`src/rtl/uart_pkg.sv`:
```
// Shared UART definitions: RX state encodings, parity types, legal prescale values.
package uart_pkg;

  localparam int unsigned DataWidthDef = 8;
  localparam int unsigned PrescaleWDef = 6;

  localparam logic ParEven = 1'b0;
  localparam logic ParOdd  = 1'b1;

  localparam int unsigned Prescale8  = 8;
  localparam int unsigned Prescale16 = 16;
  localparam int unsigned Prescale32 = 32;

  typedef enum logic [2:0] {
    StIdle,
    StStart,
    StData,
    StParity,
    StStop
  } rx_state_e;

  function automatic logic prescale_legal(input int unsigned p);
    return (p == Prescale8) || (p == Prescale16) || (p == Prescale32);
  endfunction

endpackage

```
`src/rtl/uart_rx_sampler.sv`:
```
// RX bit timing: edge/bit counters and sample strobe at mid-bit.
// UART_RX_MAJ_VOTE_EN selects a 3-sample majority vote around the mid point.
module uart_rx_sampler
  import uart_pkg::*;
#(
  parameter int unsigned PrescaleW = PrescaleWDef,
  parameter int unsigned BitCntW   = 4
) (
  input  logic                 CLK,
  input  logic                 RST,
  input  logic                 active_i,
  input  logic                 start_i,
  input  logic                 rx_i,
  input  logic [PrescaleW-1:0] prescale_i,
  output logic [BitCntW-1:0]   bit_cnt_o,
  output logic                 bit_end_o,
  output logic                 sample_vld_o,
  output logic                 sample_bit_o
);

  logic [PrescaleW-1:0] edge_cnt_q, edge_cnt_d;
  logic [BitCntW-1:0]   bit_cnt_q, bit_cnt_d;
  logic [PrescaleW-1:0] mid, last;

  assign mid       = prescale_i >> 1;
  assign last      = prescale_i - PrescaleW'(1);
  assign bit_end_o = active_i && (edge_cnt_q == last);
  assign bit_cnt_o = bit_cnt_q;

  // The start-detect cycle is edge 0, so counting resumes at 1.
  always_comb begin
    edge_cnt_d = edge_cnt_q;
    bit_cnt_d  = bit_cnt_q;
    if (!active_i) begin
      edge_cnt_d = start_i ? PrescaleW'(1) : '0;
      bit_cnt_d  = '0;
    end else if (edge_cnt_q == last) begin
      edge_cnt_d = '0;
      bit_cnt_d  = bit_cnt_q + BitCntW'(1);
    end else begin
      edge_cnt_d = edge_cnt_q + PrescaleW'(1);
    end
  end

  always_ff @(posedge CLK or negedge RST) begin
    if (!RST) begin
      edge_cnt_q <= '0;
      bit_cnt_q  <= '0;
    end else begin
      edge_cnt_q <= edge_cnt_d;
      bit_cnt_q  <= bit_cnt_d;
    end
  end

`ifdef UART_RX_MAJ_VOTE_EN
  logic [1:0] smp_q;

  always_ff @(posedge CLK or negedge RST) begin
    if (!RST) begin
      smp_q <= '0;
    end else if (active_i) begin
      if (edge_cnt_q == mid - PrescaleW'(1)) smp_q[0] <= rx_i;
      if (edge_cnt_q == mid) smp_q[1] <= rx_i;
    end
  end

  assign sample_vld_o = active_i && (edge_cnt_q == mid + PrescaleW'(1));
  assign sample_bit_o = (smp_q[0] & smp_q[1]) | (smp_q[0] & rx_i) | (smp_q[1] & rx_i);
`else
  assign sample_vld_o = active_i && (edge_cnt_q == mid);
  assign sample_bit_o = rx_i;
`endif

endmodule

```
`src/rtl/uart_rx_fsm.sv`:
```
// UART receive controller: frame FSM, LSB-first shift register, parity/stop checks.
// Bit sampling (optionally majority-voted via UART_RX_MAJ_VOTE_EN) lives in uart_rx_sampler.
module uart_rx_fsm
  import uart_pkg::*;
#(
  parameter int unsigned DataWidth = DataWidthDef,
  parameter int unsigned PrescaleW = PrescaleWDef
) (
  input  logic                 CLK,
  input  logic                 RST,
  input  logic                 rx_in_i,
  input  logic                 par_en_i,
  input  logic                 par_typ_i,
  input  logic [PrescaleW-1:0] prescale_i,
  output logic [DataWidth-1:0] p_data_o,
  output logic                 data_valid_o,
  output logic                 par_err_o,
  output logic                 stp_err_o,
  output logic                 busy_o
);

  localparam int unsigned BitCntW = $clog2(DataWidth + 3);

  rx_state_e            state_q;
  logic [PrescaleW-1:0] prescale_q;
  logic                 par_en_q, par_typ_q, par_bad_q, stp_bad_q;
  logic [DataWidth-1:0] shift_q, p_data_q;
  logic                 data_valid_q, par_err_q, stp_err_q, busy_q;

  logic [BitCntW-1:0]   bit_cnt;
  logic                 bit_end, sample_vld, sample_bit, active, start, par_exp;

  assign active  = (state_q != StIdle);
  assign start   = (state_q == StIdle) && !rx_in_i;
  assign par_exp = (par_typ_q == ParEven) ? ^shift_q : ~^shift_q;

  uart_rx_sampler #(
    .PrescaleW (PrescaleW),
    .BitCntW   (BitCntW)
  ) u_sampler (
    .CLK          (CLK),
    .RST          (RST),
    .active_i     (active),
    .start_i      (start),
    .rx_i         (rx_in_i),
    .prescale_i   (prescale_q),
    .bit_cnt_o    (bit_cnt),
    .bit_end_o    (bit_end),
    .sample_vld_o (sample_vld),
    .sample_bit_o (sample_bit)
  );

  always_ff @(posedge CLK or negedge RST) begin
    if (!RST) begin
      state_q      <= StIdle;
      prescale_q   <= '0;
      par_en_q     <= 1'b0;
      par_typ_q    <= 1'b0;
      par_bad_q    <= 1'b0;
      stp_bad_q    <= 1'b0;
      shift_q      <= '0;
      p_data_q     <= '0;
      data_valid_q <= 1'b0;
      par_err_q    <= 1'b0;
      stp_err_q    <= 1'b0;
      busy_q       <= 1'b0;
    end else begin
      data_valid_q <= 1'b0;
      par_err_q    <= 1'b0;
      stp_err_q    <= 1'b0;
      case (state_q)
        StIdle: begin
          if (!rx_in_i) begin
            state_q    <= StStart;
            busy_q     <= 1'b1;
            prescale_q <= prescale_i;
            par_en_q   <= par_en_i;
            par_typ_q  <= par_typ_i;
            par_bad_q  <= 1'b0;
            stp_bad_q  <= 1'b0;
          end
        end
        StStart: begin
          if (sample_vld && sample_bit) begin
            state_q <= StIdle;
            busy_q  <= 1'b0;
          end else if (bit_end) begin
            state_q <= StData;
          end
        end
        StData: begin
          if (sample_vld) shift_q <= {sample_bit, shift_q[DataWidth-1:1]};
          if (bit_end && (bit_cnt == BitCntW'(DataWidth))) begin
            state_q <= par_en_q ? StParity : StStop;
          end
        end
        StParity: begin
          if (sample_vld) par_bad_q <= (sample_bit != par_exp);
          if (bit_end) state_q <= StStop;
        end
        StStop: begin
          if (sample_vld) stp_bad_q <= !sample_bit;
          if (bit_end) begin
            state_q <= StIdle;
            busy_q  <= 1'b0;
            if (!par_bad_q && !stp_bad_q) begin
              p_data_q     <= shift_q;
              data_valid_q <= 1'b1;
            end else begin
              par_err_q <= par_bad_q;
              stp_err_q <= stp_bad_q;
            end
          end
        end
        default: state_q <= StIdle;
      endcase
    end
  end

  assign p_data_o     = p_data_q;
  assign data_valid_o = data_valid_q;
  assign par_err_o    = par_err_q;
  assign stp_err_o    = stp_err_q;
  assign busy_o       = busy_q;

endmodule

```
`config.mk`:
```
export PLATFORM = sky130hd
export DESIGN_NAME = uart_rx_fsm
export DESIGN_NICKNAME = d
export VERILOG_FILES = /design/src/rtl/uart_pkg.sv /design/src/rtl/uart_rx_sampler.sv /design/src/rtl/uart_rx_fsm.sv
export SDC_FILE = /design/constraint.sdc
export NUM_CORES = 1
export LEC_CHECK = 0
export ABC_AREA = 1
export BUFFER_PORTS_ARGS = -buffer_cell sky130_fd_sc_hd__buf_2
export CORE_UTILIZATION = 25
export CTS_CLUSTER_SIZE = 12
export DETAILED_ROUTE_END_ITERATION = 10
export GPL_ROUTABILITY_DRIVEN = 0
export SKIP_CTS_REPAIR_TIMING = 1
export SLEW_MARGIN = 20
export SYNTH_ARGS = -nofsm -noshare
export SYNTH_HDL_FRONTEND = slang
export SYNTH_SLANG_ARGS = --single-unit
```
`constraint.sdc`:
```
create_clock -name CLK -period 5.05 [get_ports CLK]
set_input_delay 0.7575 -clock CLK [delete_from_list [all_inputs] [get_ports CLK]]
set_output_delay 0.7575 -clock CLK [all_outputs]
set_load 0.05 [all_outputs]
```
==> results of run 1 <==
[placed cells by master, fill, tap and decap left out, types with 3 or more instances in the layout]
cell / Yosys / routed
nand2_1: 82 / 82
dfrtp_1: 43 / 43
inv_1: 35 / 35
nor2_1: 23 / 23
buf_2: 2 / 22
nand3_1: 14 / 14
o21ai_0: 11 / 11
nand2_2: 10 / 10
a21oi_1: 10 / 10
xnor2_1: 9 / 9
o21ai_2: 7 / 7
xor2_1: 5 / 5
nand4_1: 5 / 5
clkbuf_8: 0 / 5
inv_2: 4 / 4
nand3_2: 4 / 4
o21ai_1: 4 / 4
ha_1: 4 / 4
mux2_2: 3 / 3
[flip-flops by register name, indices dropped and copies added (netlist names)]
register	count
prescale_q	6
p_data_o	8
par_bad_q	1
shift_q	8
u_sampler.bit_cnt_o	4
par_typ_q	1
busy_o	1
par_err_o	1
u_sampler.edge_cnt_q	6
data_valid_o	1
par_en_q	1
stp_bad_q	1
stp_err_o	1
state_q	3
[per-stage QoR]
step                      util (%)  hold slack [ps]
final                         29.6              486
after global routing          29.6              509
after CTS                     29.6              485
after detailed placement      28.7              466
after global placement        28.7              459
after floorplan                  -              434
[power groups by stage]
stage / registers [mW] / logic [mW] / clock network [mW]
final: 0.489 / 0.514 / 0.210
after floorplan: 0.492 / 0.409 / 0
after global placement: 0.495 / 0.511 / 0
after global routing: 0.501 / 0.591 / 0.232
after detailed placement: 0.497 / 0.516 / 0
after CTS: 0.490 / 0.520 / 0.217
[worst min-delay path: stages, from the launching register on]
cell and delay, ps:
dfrtp_1 340, nand2_1 70, o21ai_2 50
[layer usage]
layer  GRT usage, %  up-vias
met1           13.7      830
met5              0        -
met2           16.8       31
met3           2.48        5
li1               -      945
met4           2.64        0
[layout make-up]
class                           count  area [um2]
Multi-Input combinational cell    200        1070
Fill cell                         929        6260
Tap cell                          108         135
Timing Repair Buffer               22         110
Inverter                           40         153
Clock inverter                      2        12.5
Sequential cell                    43        1080
Clock buffer                        6        72.6
[path summary, 6_finish.rpt]
kind	from	slack (ps)	endpoint	depth (start not counted)
min in group asynchronous	RST	610	data_valid_o$_DFF_PN0_	1
max	prescale_q[1]$_DFFE_PN0P_	3110	state_q[0]$_DFFE_PN0P_	13
max in group asynchronous	RST	3870	u_sampler.edge_cnt_q[3]$_DFF_PN0_	1
min reg2reg	p_data_o[6]$_DFFE_PN0P_	490	p_data_o[6]$_DFFE_PN0P_	2
min	p_data_o[6]$_DFFE_PN0P_	490	p_data_o[6]$_DFFE_PN0P_	2
max reg2reg	prescale_q[1]$_DFFE_PN0P_	3110	state_q[0]$_DFFE_PN0P_	13
[logic make-up (layout without fill, tap and decap cells)]
kind of cell / Yosys count / after routing
multiplexers: 3 / 3
AO/OA/AOI/OAI: 33 / 33
adder cells (fa/ha/maj): 4 / 4
AND/OR/NAND/NOR: 146 / 146
buffers and inverters: 45 / 70
flip-flops: 43 / 43
XOR/XNOR: 14 / 14
==> metrics.txt, run 1 <==
Post-Place Cells=413; via count=roughly 1800; Switching Power=0.523 mW; Max Slew Vio Count=0; die footprint=0.00972 mm2; Crit Path Max Fanout=6; Synth cell types=28; Top delay family on crit path=simple AND/OR/NAND/NOR gates; first-pass GRT wire length=8.14 mm; # IOs=23; most frequent cells after synthesis=82 x nand2_1, 43 x dfrtp_1, 35 x inv_1, 23 x nor2_1, 14 x nand3_1; Synth top area share=46.1%; dpl cell area=approximately 0.0025 mm2; CTS Buf Count=5; # rows=34; most common cell in the netlist=nand2_1; Hold WC Path Type=reg -> reg; worst skew pair latency=290 ps; Pint=0.691 mW; GRT Overall Usage=between 10% and 20%; worst slew pin tran=931 ps; WS Path Type=reg -> reg; RSZ-0062 raised after global routing=no; buffers and inverters on the worst path=2; final cell count without fillers=421; relative slew slack=around 38%; H-tree Lvls=2; initial antenna violation count=0; Clock transition at path regs=80 ps; DP HPWL=3.40 mm; Detailed Route Iter0 Violations=72; largest family of logic cells by synthesized area=simple AND/OR/NAND/NOR gates; top cell type by total area after synthesis=dfrtp_1; critical path required time=5230 ps; grt ovf=0; number of synthesis warnings=0; TritonCTS clock tree=built; power per cell area=461 mW/mm2; Remaining DRCs=0; layout cells sized above 1=20.4%; Root Driver=clkbuf_8; slowest CP cell=dfrtp_1; Fin Clk Skew=3.94 ps; Worst Setup End Kind=flip-flop; register area share after synthesis=46.1%; Final TNS setup=0 ps; CTS Buffer Depth=2; total power after layout=1.21 mW; leakage=1.34 nW; met1 wire length=2.25 mm; adder-cell share of the synthesized area=2.14%; #FFs+latches synth=43; pin count of the biggest net entering global routing=44; starting density of the core=around a quarter; fmax=517 MHz; metal3 WL=154 um; final net count=327; Worst Setup Slack, final=a little over 3000 ps; XOR/XNOR share of the synthesized area=5.25%; gate count of the mapped netlist=roughly 290; vias in the first global route=about 1800; Main synth FF type=dfrtp_1; dominant cells by area after synthesis=dfrtp_1 46%, nand2_1 13%, inv_1 5.6%; diode count=0; DIE WIDTH=between 90 and 100 um; Critical Path Source Type=flip-flop; Via density=between 4 and 5; total routed wirelength=4.48 mm; met2 routed WL=2.03 mm; crit-path cells=inv_1, ha_1, inv_1, nand2_1, nand2_1, nor2_1, nand2_2, nor2_4, nand3_2, a21oi_2, nand2_1, nand2_1, nand2_1; simple logic cell fraction of the synthesized area=~29%; Post-DRT Antenna Nets=0; Comb pwr share=42.4%; Max Used Layer=met4; port bufs=22; EDFF count, synth=0; post-route cell area=about 0.0026 mm2; Hold Fails Final Rpt=0; biggest cell delay along the critical path=390 ps; clk sink count=43; post-synthesis compound-gate area fraction=8.36%; post-synthesis area per instance=between 8 and 9 um2; Detailed Routing Iterations Pass 1=4; ys async rst share=100%; outcome=complete, no violations; Die Ht=98.6 um; Final min period=1940 ps; Max Cap Viol=0; Worst path most repeated cell=nand2_1; Worst EP arrival=between 2000 and 2500 ps; Area Overhead vs Synth=12.8%; Post-Syn Area=about 0.0023 mm2; worst slack, placed=3070 ps; Flop pwr share=40.3%; VDD IR-drop max=0.149 mV; DR WL/cell=10.6 um; multiplexer share of the synthesized area=1.45%; Clock power frac=17.3%; core area=0.00889 mm2; Final period util=around two fifths; syn_nets=303; Final Setup Violations=0; Sw Share=43.1%
No activity file was read; power rests on OpenSTA's default activity.
==> run 2, diff against run 1 <==
--- a/config.mk
+++ b/config.mk
@@ -5,7 +5,7 @@
 export SDC_FILE = /design/constraint.sdc
 export NUM_CORES = 1
 export LEC_CHECK = 0
-export ABC_AREA = 1
+export ABC_AREA = 0
 export BUFFER_PORTS_ARGS = -buffer_cell sky130_fd_sc_hd__buf_2
 export CORE_UTILIZATION = 25
 export CTS_CLUSTER_SIZE = 12
==> constraint.sdc (replaced) <==
create_clock -name CLK -period 1.8 [get_ports CLK]
set_input_delay 0.27 -clock CLK [delete_from_list [all_inputs] [get_ports CLK]]
set_output_delay 0.27 -clock CLK [all_outputs]
set_load 0.05 [all_outputs]
==> run 2 against run 1 <==
  * The run now ends with hold timing, setup timing left
  * Hold slack got worse by 490 ps
  * Wire length increased by 16%
  * Cell count decreased by 13%
==> metrics.txt, run 2 <==
Detailed Routing Iterations Pass 1=4; Die Ht=97.1 um; Final min period=between 2000 and 2500 ps; Final TNS setup=-7240 ps; RSZ-0062 raised after global routing=yes; Final Hold Slack=-3.28 ps; busiest grt layer=met2; RR Startpoint=prescale_q[5]$_DFFE_PN0P_; # IOs=23; Crit Path Max Fanout=8; Worst EP arrival=2270 ps; core area=0.00872 mm2; leading cell type in the layout, fill and taps excluded=dfrtp_1; adder-cell share of the synthesized area=2.21%; layout cells sized above 1=49.4%; most frequent cells after synthesis=43 x dfrtp_1, 18 x xnor2_1, 13 x mux2_2, 13 x nand2_1, 10 x o21ai_0; vias in the first global route=1646; Finished Core Util=between 30% and 40%; Critical Path Source Type=flip-flop; Worst Setup End Kind=flip-flop; gate count of the mapped netlist=~200; total power after layout=between 5 and 6 mW; Fin Clk Skew=between 6 and 7 ps; Max Cap Viol=0; GRT Overall Usage=10.5%; worst skew pair latency=a little under 300 ps; post-synthesis area per instance=11.4 um2; final net count=273; pin count of the biggest net entering global routing=29; number of synthesis warnings=0; diode count=0; grt ovf=0; port bufs=22; Post-Syn Area=~0.0023 mm2; multiplexer share of the synthesized area=12.7%; syn_nets=214; buffers and inverters on the worst path=0; slowest CP cell=or4_4; Detailed Route Iter0 Violations=just under 90; CP startpoint=prescale_q[5]$_DFFE_PN0P_; DR WL/cell=14.2 um; leakage=1.39 nW; most frequent cells in the layout=43 x dfrtp_1, 30 x buf_4, 22 x buf_2, 16 x xnor2_1, 13 x mux2_2; Final period util=116%; initial antenna violation count=0; total routed wirelength=between 5 and 6 mm; DP HPWL=3.51 mm; biggest cell delay along the critical path=540 ps; Post-DRT Antenna Nets=0; critical path required time=between 1500 and 2000 ps; dominant cells by area after synthesis=dfrtp_1 48%, xnor2_1 7.0%, mux2_2 6.5%; first-pass GRT wire length=around 8.0 mm; Synth top area share=around 48%; Hold WC Path Type=in -> async; CTS Buf Count=5; Final Setup Violations=33; Worst Setup Slack, final=-289 ps; Area Overhead vs Synth=37.2%; crit-path cells=xnor2_1, nand4_1, or3_4, or4_4, mux2_4; WS Path Type=reg -> reg; post-synthesis compound-gate area fraction=under 10%; Root Driver=clkbuf_8; via count=1709; #FFs+latches synth=43; # rows=34; XOR/XNOR share of the synthesized area=10.0%; met3 usage=1.65%; outcome=finished with violations; power per cell area=1660 mW/mm2; H-tree Lvls=2; TritonCTS clock tree=built; Main synth FF type=dfrtp_1; Clock transition at path regs=90 ps; largest family of logic cells by synthesized area=simple AND/OR/NAND/NOR gates; EDFF count, synth=0; met1 Use GR=14.3%; starting density of the core=25.9%; Synth cell types=48; worst slew pin tran=653 ps; relative slew slack=between 50% and 60%; Remaining DRCs=0; Max Slew Vio Count=0; clk sink count=43; DIE WIDTH=97.1 um; VDD IR-drop max=approximately 0.78 mV; most common cell in the netlist=dfrtp_1; Hold Fails Final Rpt=3; Top delay family on crit path=simple AND/OR/NAND/NOR gates; failing checks=hold timing, setup timing; register area share after synthesis=a little under half; simple logic cell fraction of the synthesized area=13.6%; fmax=479 MHz; worst slack, placed=-305 ps; met2 usage=16.8%; die footprint=0.00942 mm2; ys async rst share=100%; top cell type by total area after synthesis=dfrtp_1; CTS Buffer Depth=2; Via density=about 4.7
-- run 2: per-layer routing --
metal  share of wire, %  routed length, um
met5                  0                  0
met2                 48               2520
met1                 46               2390
met4                2.4                123
met3                3.4                176
-- run 2: final cells by class --
cell class	instances	area (um2)
Sequential cell	43	1080
Clock buffer	6	72.6
Timing Repair Buffer	61	437
Inverter	8	30.0
Tap cell	108	135
Fill cell	840	5620
Multi-Input combinational cell	139	1340
Clock inverter	2	12.5
-- run 2: final timing paths --
| kind | to | slack, ps | depth (start not counted) |
|---|---|---|---|
| hold / removal | prescale_q[4]$_DFFE_PN0P_ | -3 | 1 |
| setup reg to reg | shift_q[7]$_DFFE_PN0P_ | -290 | 5 |
| max in group asynchronous | shift_q[2]$_DFFE_PN0P_ | 1170 | 2 |
| hold reg to reg | p_data_o[3]$_DFFE_PN0P_ | 510 | 1 |
| setup / recovery | shift_q[7]$_DFFE_PN0P_ | -290 | 5 |
| min in group CLK | par_en_q$_DFFE_PN0P_ | 170 | 3 |
-- run 2: power by group --
group | switching [mW] | leakage (nW) | internal, mW
Combinational | 1.53 | 0.782 | 1.56
Clock | 0.340 | 0.0412 | 0.272
Sequential | 0.229 | 0.570 | 1.20
-- run 2: kinds of logic after synthesis --
kind of cell,Yosys count
DFF,43
adders and majority gates,4
and+or+nand+nor,53
AOI/OAI and AO/OA,33
muxes,23
xor gates and xnor gates,25
buffers and inverters,18
-- run 2: stage by stage --
step	cells	hold slack, ps	area (um2)
final	367	-3.28	3100
after global routing	367	29.4	3100
after CTS	358	17.8	2800
after floorplan	199	-25.6	2300
after detailed placement	350	334	2710
after global placement	350	335	2710
==> run 3, diff against run 2 <==
--- a/config.mk
+++ b/config.mk
@@ -7,6 +7,7 @@
 export LEC_CHECK = 0
 export ABC_AREA = 0
 export BUFFER_PORTS_ARGS = -buffer_cell sky130_fd_sc_hd__buf_2
+export CORE_ASPECT_RATIO = 0.8
 export CORE_UTILIZATION = 25
 export CTS_CLUSTER_SIZE = 12
 export DETAILED_ROUTE_END_ITERATION = 10
==> run 3 against run 2 <==
  * The flow finishes with violations (setup timing)
  * Sequential share of layout area rose by 0.18 points
  * Sequential cell count did not move
  * Worst setup slack improved by 37 ps
  * Via count fell by 1.2%
  * Count of clock-buffer cells in the layout fell by 1
  * Die area barely moved
  * Sequential power barely moved
  * Critical path depth did not move
  * Hold slack improved by 180 ps
  * Highest routed layer unchanged
==> metrics.txt, run 3 (synthesis gave the netlist of run 2 again) <==
worst slack, placed=-301 ps; final net count=270; DP HPWL=3.65 mm; Remaining DRCs=0; critical path required time=1970 ps; Root Driver=clkbuf_16; fillers=875; post-route cell area=a little over 0.003 mm2; Final Setup Violations=33; CTS Buffer Depth=2; failing checks=setup timing; initial antenna violation count=0; Hold WC Path Type=in -> reg; CTS Buf Count=5; r2r endpoint=shift_q[1]$_DFFE_PN0P_; GRT Overall Usage=10.8%; leading cell type in the layout, fill and taps excluded=dfrtp_1; worst reg-to-reg path cell count=5; worst slew pin tran=~470 ps; Worst EP arrival=2220 ps; RR Startpoint=u_sampler.edge_cnt_q[4]$_DFF_PN0_; power per cell area=roughly 1700 mW/mm2; via count=1689; biggest cell delay along the critical path=530 ps; DIE WIDTH=108 um; Area Overhead vs Synth=36.4%; Detailed Route Iter0 Violations=54; r2r setup slk=-250 ps; Finished Core Util=35.7%; VDD IR-drop max=0.592 mV; total routed wirelength=5.00 mm; TritonCTS clock tree=built; crit-path cells=xnor2_2, nand4_1, or3_4, or4_4, mux2_4; fmax=487 MHz; RSZ-0062 raised after global routing=yes; Die Ht=87.0 um; diode count=0; Detailed Routing Iterations Pass 1=4; most frequent cells in the layout=43 x dfrtp_1, 33 x buf_4, 22 x buf_2, 16 x xnor2_1, 13 x mux2_2; Hold Path End=par_en_q$_DFFE_PN0P_; die footprint=around 0.0094 mm2; total power after layout=5.14 mW; vias in the first global route=1561; Via density=4.59; Clock transition at path regs=70 ps; grt ovf=0; Worst Setup End Kind=flip-flop; layout cells sized above 1=roughly 45%; H-tree Lvls=2; Fin Clk Skew=5.71 ps; clk sink count=43; outcome=finished with violations; DR WL/cell=approximately 14 um; pin count of the biggest net entering global routing=20; Hold Fails Final Rpt=0; Max Slew Vio Count=0; dpl cell area=0.00272 mm2; core area=0.00863 mm2; # rows=30; Post-DRT Antenna Nets=0; # IOs=23; Crit Path Max Fanout=8; final cell count without fillers=368; starting density of the core=about a quarter; Final period util=114%; Worst Hold Launch=par_en_i; Critical Path Source Type=flip-flop; Max Cap Viol=0; first-pass GRT wire length=7.82 mm; WHS Path Cells=3; Final min period=2050 ps; leakage=1.41 nW; worst skew pair latency=slightly below 300 ps; WS Path Type=reg -> reg; Final TNS setup=-6410 ps; Final Hold Slack=181 ps; port bufs=22; Worst Setup Slack, final=-253 ps; relative slew slack=68.2%; slowest CP cell=or4_4; Post-Place Cells=about 350
[run 3: cell count changes in the layout (fill, tap and decap cells not counted), sizes merged]
cell,delta
bufinv,+1
buf,-3
inv,+1
clkbuf,-1
clkinv,-1
nor2,-1
dlygate4sd3,+1
[run 3: layer usage]
layer | global-route usage [%] | wire, um
met5 | 0 | 0
met4 | 3.32 | 51
met3 | 2.54 | 216
met2 | 15.4 | 2180
met1 | 16.1 | 2560
[run 3: final cells by class]
type                       instances  area, um2  share of cell area [%]
clock buffer                       5        125                    4.06
timing repair buffer              59        419                    13.6
sequential                        43       1080                    34.9
tap                              112        140                    4.55
inverter                           8       30.0                   0.974
clock inverter                     3       46.3                    1.50
multi-input combinational        138       1250                    40.4
[run 3: worst max-delay path, delay by kind of cell, from the launching register on]
| family | cells | cell delay, ps |
|---|---|---|
| xor gates and xnor gates | 1 | 160 |
| DFF | 1 | 400 |
| muxes | 1 | 330 |
| and+or+nand+nor | 3 | 1050 |
[run 3: how the worst max path moves through the flow]
stage | slack (ps) | depth (start not counted) | start | to
2_1_floorplan | -300 | 7 | u_sampler.edge_cnt_q[2]$_DFF_PN0_ | shift_q[0]$_DFFE_PN0P_
3_3_place_gp | -280 | 5 | u_sampler.edge_cnt_q[4]$_DFF_PN0_ | shift_q[4]$_DFFE_PN0P_
3_5_place_dp | -300 | 5 | prescale_q[0]$_DFFE_PN0P_ | p_data_o[5]$_DFFE_PN0P_
4_1_cts | -320 | 8 | prescale_q[0]$_DFFE_PN0P_ | u_sampler.bit_cnt_o[3]$_DFFE_PN0P_
5_1_grt | -350 | 5 | prescale_q[0]$_DFFE_PN0P_ | p_data_o[7]$_DFFE_PN0P_
6_report | -250 | 5 | u_sampler.edge_cnt_q[4]$_DFF_PN0_ | shift_q[1]$_DFFE_PN0P_
[run 3: power breakdown]
part	internal, mW	switching [mW]	leakage [nW]
registers	1.20	0.250	0.570
logic	1.32	1.32	0.755
clock network	0.659	0.390	0.0804
total	3.18	1.96	1.41
